## src/rtl/muldiv_seq.sv

```systemverilog
// muldiv_seq: sequential signed 32x32 multiply and 32/32 divide unit.
// One radix-2 step per cycle on operand magnitudes: shift-add for multiply
// and restoring shift-subtract for divide. The sign of the result is applied
// once, on the final step, as HI/LO are loaded. A divide by zero is flagged
// for one cycle on ErroDiv and leaves HI/LO untouched.
module muldiv_seq (
  input  logic        clk,
  input  logic        reset,
  input  logic        start,
  input  logic        MultOrDiv,
  input  logic [31:0] A,
  input  logic [31:0] B,
  output logic        busy,
  output logic        done,
  output logic        ErroDiv,
  output logic [31:0] HI,
  output logic [31:0] LO
);

  localparam logic [1:0] IDLE = 2'd0;
  localparam logic [1:0] RUN  = 2'd1;
  localparam logic [1:0] DONE = 2'd2;
  localparam logic [1:0] ERR  = 2'd3;

  logic [1:0]  state;
  logic [1:0]  state_next;
  logic [4:0]  count;

  // Operation captured at acceptance. mag_m holds |A| for a multiply
  // (the value added on each step) or |B| for a divide (the divisor).
  logic        op_div;
  logic        sign_a;
  logic        sign_b;
  logic [31:0] mag_m;

  // Working pair. Multiply: {part_hi, part_lo} is the partial product,
  // with the multiplier bits shifting out of part_lo. Divide: part_hi is
  // the partial remainder and part_lo shifts dividend bits out while
  // quotient bits shift in.
  logic [31:0] part_hi;
  logic [31:0] part_lo;

  logic [31:0] abs_a;
  logic [31:0] abs_b;
  logic        accept;
  logic        div_zero;
  logic        last_step;

  logic [32:0] mul_sum;
  logic [32:0] div_shift;
  logic [32:0] div_trial;
  logic [31:0] step_hi;
  logic [31:0] step_lo;

  logic [63:0] prod_mag;
  logic [63:0] prod_signed;
  logic [31:0] quo_signed;
  logic [31:0] rem_signed;
  logic [31:0] res_hi;
  logic [31:0] res_lo;

  // The most negative value maps to 0x80000000, which is its correct
  // unsigned magnitude, so no extra bit is needed.
  assign abs_a = A[31] ? (32'd0 - A) : A;
  assign abs_b = B[31] ? (32'd0 - B) : B;

  assign last_step = (state == RUN) && (count == 5'd31);

  // Decide whether a start request in IDLE begins an operation or is a
  // divide by zero that goes straight to the error cycle.
  always_comb begin
    accept   = 1'b0;
    div_zero = 1'b0;
    if ((state == IDLE) && start) begin
      if (MultOrDiv && (B == 32'd0)) begin
        div_zero = 1'b1;
      end else begin
        accept = 1'b1;
      end
    end
  end

  // Next-state logic: DONE and ERR each last one cycle, and RUN lasts for
  // exactly 32 steps.
  always_comb begin
    state_next = state;
    case (state)
      IDLE: begin
        if (div_zero) begin
          state_next = ERR;
        end else if (accept) begin
          state_next = RUN;
        end
      end
      RUN: begin
        if (count == 5'd31) begin
          state_next = DONE;
        end
      end
      DONE:    state_next = IDLE;
      ERR:     state_next = IDLE;
      default: state_next = IDLE;
    endcase
  end

  // State register, with reset taking priority over any start request.
  always_ff @(posedge clk) begin
    if (reset) begin
      state <= IDLE;
    end else begin
      state <= state_next;
    end
  end

  // Iteration counter: cleared on acceptance and advanced once per RUN
  // cycle. It wraps from 31 back to 0 as RUN ends.
  always_ff @(posedge clk) begin
    if (reset) begin
      count <= 5'd0;
    end else if (accept) begin
      count <= 5'd0;
    end else if (state == RUN) begin
      count <= count + 5'd1;
    end
  end

  // Capture the operation and operand signs, so later changes on A, B or
  // MultOrDiv cannot disturb the operation in flight.
  always_ff @(posedge clk) begin
    if (reset) begin
      op_div <= 1'b0;
      sign_a <= 1'b0;
      sign_b <= 1'b0;
      mag_m  <= 32'd0;
    end else if (accept) begin
      op_div <= MultOrDiv;
      sign_a <= A[31];
      sign_b <= B[31];
      mag_m  <= MultOrDiv ? abs_b : abs_a;
    end
  end

  // One radix-2 step. Multiply: add the multiplicand when the low
  // multiplier bit is set, then shift the 65-bit {carry, hi, lo} right.
  // Divide: shift the next dividend bit into the remainder and keep the
  // trial subtraction only when it does not go negative. The remainder
  // stays below the divisor (at most 2^31), so the shifted value is below
  // 2^32 and bit 32 of the trial is a reliable borrow.
  always_comb begin
    mul_sum   = {1'b0, part_hi} + (part_lo[0] ? {1'b0, mag_m} : 33'd0);
    div_shift = {part_hi, part_lo[31]};
    div_trial = div_shift - {1'b0, mag_m};
    if (op_div) begin
      step_hi = div_trial[32] ? div_shift[31:0] : div_trial[31:0];
      step_lo = {part_lo[30:0], ~div_trial[32]};
    end else begin
      step_hi = mul_sum[32:1];
      step_lo = {mul_sum[0], part_lo[31:1]};
    end
  end

  // Working registers: loaded with magnitudes on acceptance, then stepped
  // once per RUN cycle.
  always_ff @(posedge clk) begin
    if (reset) begin
      part_hi <= 32'd0;
      part_lo <= 32'd0;
    end else if (accept) begin
      part_hi <= 32'd0;
      part_lo <= MultOrDiv ? abs_a : abs_b;
    end else if (state == RUN) begin
      part_hi <= step_hi;
      part_lo <= step_lo;
    end
  end

  // Sign correction of the final step's magnitudes. The quotient is
  // negative when the operand signs differ, and the remainder follows the
  // dividend. 0x80000000 / -1 wraps naturally to 0x80000000.
  always_comb begin
    prod_mag    = {step_hi, step_lo};
    prod_signed = (sign_a ^ sign_b) ? (64'd0 - prod_mag) : prod_mag;
    quo_signed  = (sign_a ^ sign_b) ? (32'd0 - step_lo) : step_lo;
    rem_signed  = sign_a ? (32'd0 - step_hi) : step_hi;
    if (op_div) begin
      res_hi = rem_signed;
      res_lo = quo_signed;
    end else begin
      res_hi = prod_signed[63:32];
      res_lo = prod_signed[31:0];
    end
  end

  // HI/LO change only on the last RUN step (entering DONE) or on reset,
  // so a divide by zero leaves the previous result visible.
  always_ff @(posedge clk) begin
    if (reset) begin
      HI <= 32'd0;
      LO <= 32'd0;
    end else if (last_step) begin
      HI <= res_hi;
      LO <= res_lo;
    end
  end

  assign busy    = (state == RUN) || (state == DONE);
  assign done    = (state == DONE);
  assign ErroDiv = (state == ERR);

endmodule

```

## config.mk

```make
export PLATFORM = sky130hd
export DESIGN_NAME = muldiv_seq
export DESIGN_NICKNAME = d
export VERILOG_FILES = /design/src/rtl/muldiv_seq.sv
export SDC_FILE = /design/constraint.sdc
export NUM_CORES = 1
export LEC_CHECK = 0
export ABC_AREA = 0
export CORE_MARGIN = 1.5
export CORE_UTILIZATION = 64
export CTS_CLUSTER_DIAMETER = 200
export DETAILED_ROUTE_END_ITERATION = 8
export PLACE_DENSITY = 0.92
export REMOVE_ABC_BUFFERS = 1
export SYNTH_ARGS = -nofsm -noshare
export SYNTH_HDL_FRONTEND = slang
export SYNTH_SLANG_ARGS = --single-unit
```

## constraint.sdc

```tcl
create_clock -name clk -period 12.9 [get_ports clk]
set_clock_uncertainty 0.15 [all_clocks]
set_input_delay 1.935 -clock clk [delete_from_list [all_inputs] [get_ports clk]]
set_output_delay 1.935 -clock clk [all_outputs]
set_load 0.02 [all_outputs]
```

# Yosys cells after proc, flatten, opt, wreduce, memory -nomap -nowiden
# Index checks and enable logic that the tools add are counted.
[word_totals]
ff_bits = 170
wordCells = 59
output_inout_bits = 67
input_bits = 68
[op_classes]
muxes = 23
add_sub_neg = 8
n_reduce_logical = 10
n_bitwise = 2
n_eq_ne = 6
[op_table]
columns = ["op", "count"]
rows = [
  ["$mux W32", 14],
  ["$sub A1 B32 Y32 const A", 4],
  ["$mux W64", 1],
  ["$sub A1 B64 Y64 const A", 1],
  ["$add A32 B32 Y33", 1],
  ["$sub A33 B32 Y33", 1],
  ["$logic_not A32 Y1", 1],
  ["$mux W2", 3],
  ["$pmux W2 S3", 1],
  ["$add A5 B1 Y5 const B", 1],
  ["$eq A5 B5 Y1 const B", 1],
  ["$eq A2 B2 Y1 const B", 2],
  ["$mux W1", 4],
  ["$reduce_or A2 Y1", 2],
  ["$logic_and A1 B1 Y1", 3],
  ["$ne A3 B3 Y1 const B", 1],
  ["$eq A2 B1 Y1 const B", 1],
  ["$logic_not A2 Y1", 1],
  ["$ne A2 B2 Y1 const B", 1],
  ["$reduce_and A2 Y1", 1],
  ["$reduce_bool A2 Y1", 1],
  ["$logic_or A1 B1 Y1", 1],
  ["$not A1 Y1", 1],
  ["$xor A1 B1 Y1", 1],
]

# Longest topological paths before layout
# Gate-level depths: netlist of run 1.
[logic_depth]
word_depth = 7
depth_mapped = 23
depth_no_buf = 22

# Worst setup path before layout of run 1
# Ideal clock, no wire load.
[synth_timing]
kind = "register to register"
startpoint = "reg mag_m[19]"
endpoint = "reg HI[26]"
required_ps = 12628
arrival_ps = 4919
period_less_slack_ps = 5191
path_stages_with_launch = 23
setup_time_ps = 122
n_path_buf = 2
slack_ps = 7709
cell_sequence = "dfxtp_1 > inv_1 > ha_1 > buf_2 > a21oi_1 > o21ai_1 > a211o_1 > or3_1 > o211ai_4 > buf_2 > nor2_1 > a21oi_1 > ha_1 > and4_1 > nand4_1 > nor3b_1 > o21ai_0 > nor4_2 > nand4_2 > nor3_4 > a31oi_1 > and3_1 > a311o_1"
[synth_between]
elab_chain_cells = 6
elab_cells_between_ends = 12
classes_between = "4 x add/sub; 7 x mux; 1 x bitwise"
[synth_rtl]
columns = ["item", "line_no", "source"]
rows = [
  ["start, declared", "34", "logic [31:0] mag_m;"],
  ["start signal, assigned", "139", "mag_m <= MultOrDiv ? abs_b : abs_a;"],
  ["$sub A33 B32 Y33 or $mux W32 (tied branches)", "152, 150", ""],
  ["$mux W32, or another cell as far along", "154", "step_hi = div_trial[32] ? div_shift[31:0] : div_trial[31:0];"],
  ["$mux W32", "153", "if (op_div) begin"],
  ["$sub A1 B64 Y64 or $sub A1 B32 Y32 (tied branches)", "182, 184", ""],
  ["$mux W64 or $mux W32 (tied branches)", "182, 184", ""],
  ["$mux W32 (*)", "185", "if (op_div) begin"],
  ["end signal, assigned", "201", "HI <= res_hi;"],
  ["end, declared", "16", "output logic [31:0] HI,"],
]
# Every way passes the cells marked *; elsewhere a longest branch is shown, timed or not.
# A chain may end at the register's enable or synchronous reset.

# Worst setup path in the final report of run 1
[layout_timing]
startpoint = "reg mag_m[11]"
endpoint = "reg HI[26]"
# The elaborated chain is that of the path after synthesis.

==> metrics, run 1 <==
Worst Path Arrival 6.39 ns; actual slew at the worst max-slew pin around 0.90 ns; fillcell total approximately 1,800; share of post-route cells with drive strength above 1 5.87%; Max Clk Rate about 0.16 GHz; Rows 55; H-tree depth 4; Synth area leader dfxtp_1; Mapped Avg Cell Area 7.42 µm²; worst hold margin 0.304 ns; hold buffer count at CTS 0; Reg area roughly 3400 µm²; pin count of the biggest net entering global routing 76; total grt overflow 0; DRT iter0 DRCs approximately 2,000; status finished clean; FFs w/ async S/R, synth 0%; Slew HR a little under two fifths; final count of negative-setup-slack endpoints 0; Die Width 155 µm; Residual DRC 0; Ys Warns 0; Die Y about 160 µm; worst setup path class flop to flop; RR Endpoint HI[26]; Post-synth EDFFs 0; NetSw ~0.0011 W; vias in the first global route 14,936; core box area about 23,000 µm²; drt wl/cell roughly 21 µm; Reg2Reg Depth 20; CTS Root Cell clkbuf_16; Reg clk slew, reported paths approximately 0.070 ns; Logic pwr share 51.3%; share of the synthesized area in the top cell type 22.9%; Ant. Diodes 0; cell count along the critical path 20; maximum clock path buffer count 2; Yosys cell types about 90; routed via count 15,762; Total GRT Usage roughly two fifths; global-route wire length before repair just under 80 mm; static leakage roughly 6.3 nW; post_cts resized 0; Syn Std Cell Area between 10,000 and 15,000 µm²; final net count around 2,200; Setup TNS 0 ns; Num CTS Buffers 17; Final Critical Period a little over 6 ns; Die Area 24,200 µm²; CP Launch Type flop; Crit. Startpoint mag_m[11]; multi-input logic area roughly 11,000 µm²; max-capacitance violation count 0; clk sink count 170; dpl hpwl 36.8 mm; Layout Utilization 74.2%; Buf/Inv on CP 1; unrepaired setup endpoints after global routing false; Initial Util 65.5%; CP Capture Type flop; crit path max fanout 9; worst setup path end HI[26]; clk_lat worst skew 0.45 ns; worst path required time roughly 13 ns; I/O pin count roughly 140; CP max-delay cell a31oi_1; Clk pwr share between 20% and 30%; IO buf count around 130; vias per inst around 6.7; switching part of the total a little under half; crit-path leading delay family compound AO/OA/AOI/OAI gates; Pwr per Cell Area between 100 and 150 nW/µm²; sequential share of the synthesized area a little under a quarter; largest cells by area after synthesis dfxtp_1 (23%), a21oi_1 (7.0%), nand2_1 (6.8%), ha_1 (6.3%), xnor2_1 (4.9%); worst path cell trace inv_1 -> ha_1 -> a21oi_1 -> o21ai_1 -> a31oi_1 -> a21oi_2 -> o211ai_4 -> nor2_1 -> a21oi_1 -> ha_1 -> and4_1 -> nand4_1 -> nor3b_1 -> o21ai_0 -> nor4_2 -> nand4_2 -> nor3_4 -> a31oi_1 -> and3_1 -> a311o_1; Reg-to-Reg Start mag_m[11]; CTS tree built; Placer Congestion around 1.0; Detailed Routing Iterations Pass 1 6; P_int between 0.001 and 0.0015 W; Final Hold Viols 0; ys flop type dfxtp_1; sequential power share between 20% and 30%; Yosys reg bits 170; Synth Instances approximately 2,000; worst vdd ir 0.113 mV; Worst path max stage delay around 0.65 ns; Post-CTS Setup Bufs 0; Final Slew Violations 0; R2R setup slack ~6.7 ns; Hold Path Class flop to flop; period utilisation layout 48.1%; final antenna-violating net count 0; antenna violations before repair 1; Area growth syn-to-layout 13.4%; Routed Wire Length roughly 49 mm
state kept, by name, summed over array words and instances (netlist names):
register  count
sign_a        1
sign_b        1
part_hi      32
mag_m        32
part_lo      32
LO           32
HI           32
op_div        1
state         2
count         5
metrics by stage:
stage	total power (W)	area [µm²]	cells	setup WS, ns
3_5_place_dp	0.00178	16300	2331	6.66
6_report	0.00231	16900	2363	6.69
2_1_floorplan	0.00146	14400	1887	5.88
3_3_place_gp	0.00177	16300	2331	6.77
4_1_cts	0.00228	16900	2363	6.88
5_1_grt	0.00243	16900	2363	6.17
cell usage in the layout (no fill, tap or decap), drive strengths merged, types with 8 or more instances in the layout:
cell type,count
or3,23
nand4,26
o211ai,79
o41ai,9
nand2,270
o21ai,104
a211o,8
buf,27
and2,55
inv,69
or2,10
ha,75
clkbuf,18
a31oi,32
nand2b,8
xnor2,84
o31ai,22
dfxtp,170
nand3,31
mux2i,69
nor2,172
nor2b,12
a211oi,50
a21o,25
o21a,16
and3,16
a2111oi,10
or4,17
a21oi,211
clkdlybuf4s50,132
a21boi,10
xor2,69
nor3,32
cell families (layout without fill, tap and decap cells):
logic type,count (synthesis),count (layout),synth area share (%)
and+or+nand+nor,703,703,22.5
AOI/OAI and AO/OA,644,644,29.0
buffers and inverters,182,255,4.76
DFF,170,170,22.9
xor gates and xnor gates,153,153,9.01
adders and majority gates,77,77,6.58
muxes,76,76,5.18
power by group through the flow:
stage / combinational (W) / clock (W) / sequential [W]
global placement: 0.00113 / 0 / 0.000636
finish: 0.00119 / 0.000496 / 0.000631
detailed placement: 0.00115 / 0 / 0.000638
global route: 0.00128 / 0.000513 / 0.000635
CTS: 0.00116 / 0.000494 / 0.000627
floorplan: 0.000840 / 0 / 0.000624
worst min-delay path, cell delays in order (launching register included):
cell,delay [ns]
dfxtp_1,0.31
nand2_1,0.05
a21oi_1,0.05
how the worst min path moves through the flow:
stage / cells past startpoint / to / startpoint / slack, ns
6_report: 2 / HI[7] / HI[7] / 0.30
5_1_grt: 2 / LO[24] / LO[24] / 0.32
4_1_cts: 2 / HI[1] / HI[1] / 0.31
3_5_place_dp: 2 / LO[1] / LO[1] / 0.30
3_3_place_gp: 2 / LO[5] / LO[5] / 0.29
2_1_floorplan: 2 / mag_m[10] / mag_m[10] / 0.28
Yosys cell counts (8+ instances only):
library cell	count
nand3_1	30
a211o_1	8
xnor2_1	84
dfxtp_1	170
nor3_1	29
clkbuf_1	99
a2111oi_0	9
mux2i_1	69
o41ai_1	8
a21boi_0	10
xor2_1	69
a21oi_1	207
o31ai_1	21
or4_1	17
o21a_1	16
nand2b_1	8
nand2_1	270
and2_1	54
o21ai_0	99
nor2_1	172
ha_1	75
o211ai_1	77
inv_1	63
a31oi_1	32
or2_2	10
nor2b_1	12
buf_2	10
a21o_1	25
or3_1	23
a211oi_1	48
and3_1	16
nand4_1	23
final cells by class:
type	count	share of cell area, %
multi-input cells	1653	64.0
flip-flops and latches	170	20.2
repair buffers	159	9.03
clock buffers	18	2.55
well taps	285	2.12
inverters	64	1.43
clock inverters	14	0.668
per-layer routing:
metal	share of wire, %	vias up	track usage (%)
li1	-	7422	-
met5	0.030	-	0
met2	45	903	64.8
met1	40	7254	52.0
met4	5.2	2	21.0
met3	10	181	7.47
No activity file was read; power rests on OpenSTA's default activity.
==> run 2: changes to the inputs <==
Settings changed: CORE_UTILIZATION 64 to 60, PLACE_DENSITY 0.92 to 0.88.
Clock period 12.9 ns to 5.9 ns, I/O delays scaled along.
==> run 2 against run 1 <==
Effect of this change:
- sequential power grew 120%
- critical path depth grew 1
- clock power grew 140%
- largest cell class unchanged
- highest routed layer unchanged
==> metrics, run 2 (synthesized netlist as in run 1, its figures left out) <==
Die Area 25,700 µm² (was 24,200 µm²); Final Critical Period 5.62 ns (was 6.21 ns); worst vdd ir 0.197 mV (was 0.113 mV); DRT iter0 DRCs 1,879 (was 1,991); Post-Layout Cell Count 2,425 (was 2,363); clk_lat worst skew 0.45 ns (about the same); Routed Wire Length 51.1 mm (was 49.3 mm); static leakage 6.45 nW (was 6.31 nW); clk sink count 170 (unchanged); core box area 24,300 µm² (was 22,700 µm²); final antenna-violating net count 0 (unchanged); vias per inst 6.59 (was 6.67); Detailed Routing Iterations Pass 1 8 (was 6); Setup TNS 0 ns (unchanged); maximum clock path buffer count 2 (unchanged); final count of negative-setup-slack endpoints 0 (unchanged); final net count 2,233 (was 2,210); worst setup path class flop to flop (unchanged); period utilisation layout 95.3% (was 48.1%); Die Y 160 µm (was 155 µm); crit path max fanout 8 (was 9); max-capacitance violation count 0 (unchanged); Layout Utilization 70.5% (was 74.2%); pin count of the biggest net entering global routing 84 (was 76); drt wl/cell 21.1 µm (was 20.9 µm); CTS Root Cell clkbuf_16 (unchanged); Max Clk Rate 0.178 GHz (was 0.161 GHz); unrepaired setup endpoints after global routing false (unchanged); Pwr per Cell Area 305 nW/µm² (was 137 nW/µm²); routed via count 15,979 (was 15,762); I/O pin count 135 (unchanged); fillcell total 1,977 (was 1,849); Area growth syn-to-layout 15.4% (was 13.4%); CTS tree built (unchanged); Hold Path Class flop to flop (unchanged); vias in the first global route 14,878 (was 14,936); Ant. Diodes 0 (unchanged); Placer Congestion 1.05 (was 0.999); commonest non-fill, non-tap cells in the layout nand2_1 (269), a21oi_1 (207), nor2_1 (171) (unchanged); Total GRT Usage 38.8% (was 40.5%); Die Width 160 µm (was 155 µm); antenna violations before repair 2 (was 1); total grt overflow 0 (unchanged); Slew HR 22.7% (was 38.3%); H-tree depth 4 (unchanged); global-route wire length before repair 79.8 mm (was 77.7 mm); CP Launch Type flop (unchanged); IO buf count 134 (unchanged); status finished clean (unchanged); dpl hpwl 37.6 mm (was 36.8 mm); Reg clk slew, reported paths 0.08 ns (was 0.07 ns); Initial Util 61.1% (was 65.5%); actual slew at the worst max-slew pin 1.16 ns (was 0.900 ns); Final Slew Violations 0 (unchanged); CP Capture Type flop (unchanged); worst path required time 6.09 ns (was 13.09 ns); share of post-route cells with drive strength above 1 6.95% (was 5.87%); most common cell after layout, fill and taps aside nand2_1 (unchanged); Setup WS post-layout 0.277 ns (was 6.69 ns); Num CTS Buffers 17 (unchanged); hold buffer count at CTS 0 (unchanged); Final Hold Viols 0 (unchanged); Rows 57 (was 55); Residual DRC 0 (unchanged); pre-CTS setup slack 0.302 ns (was 6.66 ns); Worst Path Arrival 5.81 ns (was 6.39 ns); Cells after DPL 2,391 (was 2,331)
==> run 2: changes by cell type in the layout (fill, tap and decap cells not counted), sizes merged <==
cell / change
clkbuf: -1
buf: +23
clkinv: +2
clkinvlp: -3
inv: +2
==> run 2: worst paths after layout <==
kind	startpoint	to	slack (ns)	cells after the start
hold reg to reg	LO[31]	LO[31]	0.30	2
setup reg to reg	mag_m[17]	HI[26]	0.28	21
hold / removal	LO[31]	LO[31]	0.30	2
setup / recovery	mag_m[17]	HI[26]	0.28	21
==> run 2: final cells by class <==
| type | instances | area [µm²] | area share (%) |
|---|---|---|---|
| clock buffer | 17 | 425 | 2.48 |
| clock inverter | 15 | 175 | 1.02 |
| inverter | 64 | 240 | 1.40 |
| multi-input combinational | 1653 | 10800 | 63.0 |
| sequential | 170 | 3410 | 19.9 |
| tap | 324 | 405 | 2.36 |
| timing repair buffer | 182 | 1690 | 9.88 |
==> run 2: worst max-delay path: stages (launching register included) <==
cell	delay, ns
dfxtp_1	0.35
inv_1	0.05
ha_1	0.38
a21oi_1	0.30
o21ai_1	0.18
a211o_1	0.35
or3_1	0.42
o211ai_4	0.24
nor2_1	0.15
a21oi_1	0.19
ha_1	0.25
and4_1	0.30
nand4_1	0.26
nor3b_1	0.29
o21ai_1	0.17
nor4_4	0.24
buf_4	0.19
nand4_4	0.15
nor3_4	0.28
a31oi_1	0.15
and3_1	0.21
a311o_1	0.26
==> run 2: layer usage <==
metal  track usage, %  vias up  part of all wire, %
met3             5.27      180                  9.1
li1                 -     7461                    -
met2             62.7      908                   45
met4             17.7        4                  4.9
met1             51.4     7426                   41
met5                0        -                0.043
==> run 2: metrics by stage <==
step                      power (W)  hold WS, ns  area (µm²)
after floorplan             0.00320        0.284       14400
after global placement      0.00394        0.289       16500
after detailed placement    0.00397        0.297       16500
after CTS                   0.00513        0.306       17100
after global routing        0.00547        0.320       17200
final                       0.00523        0.303       17200
==> run 2: where the power goes <==
| group | switching (W) | internal (W) |
|---|---|---|
| Clock | 0.000593 | 0.000574 |
| Combinational | 0.00170 | 0.000994 |
| Sequential | 0.000126 | 0.00125 |
| Total | 0.00241 | 0.00282 |
==> run 2: timing repair <==
item                                    in CTS  in global routing
hold endpoints to repair                     0                  0
resized for setup                            0                  3
setup buffers                                0                  2
endpoints found under the setup margin       0                  8
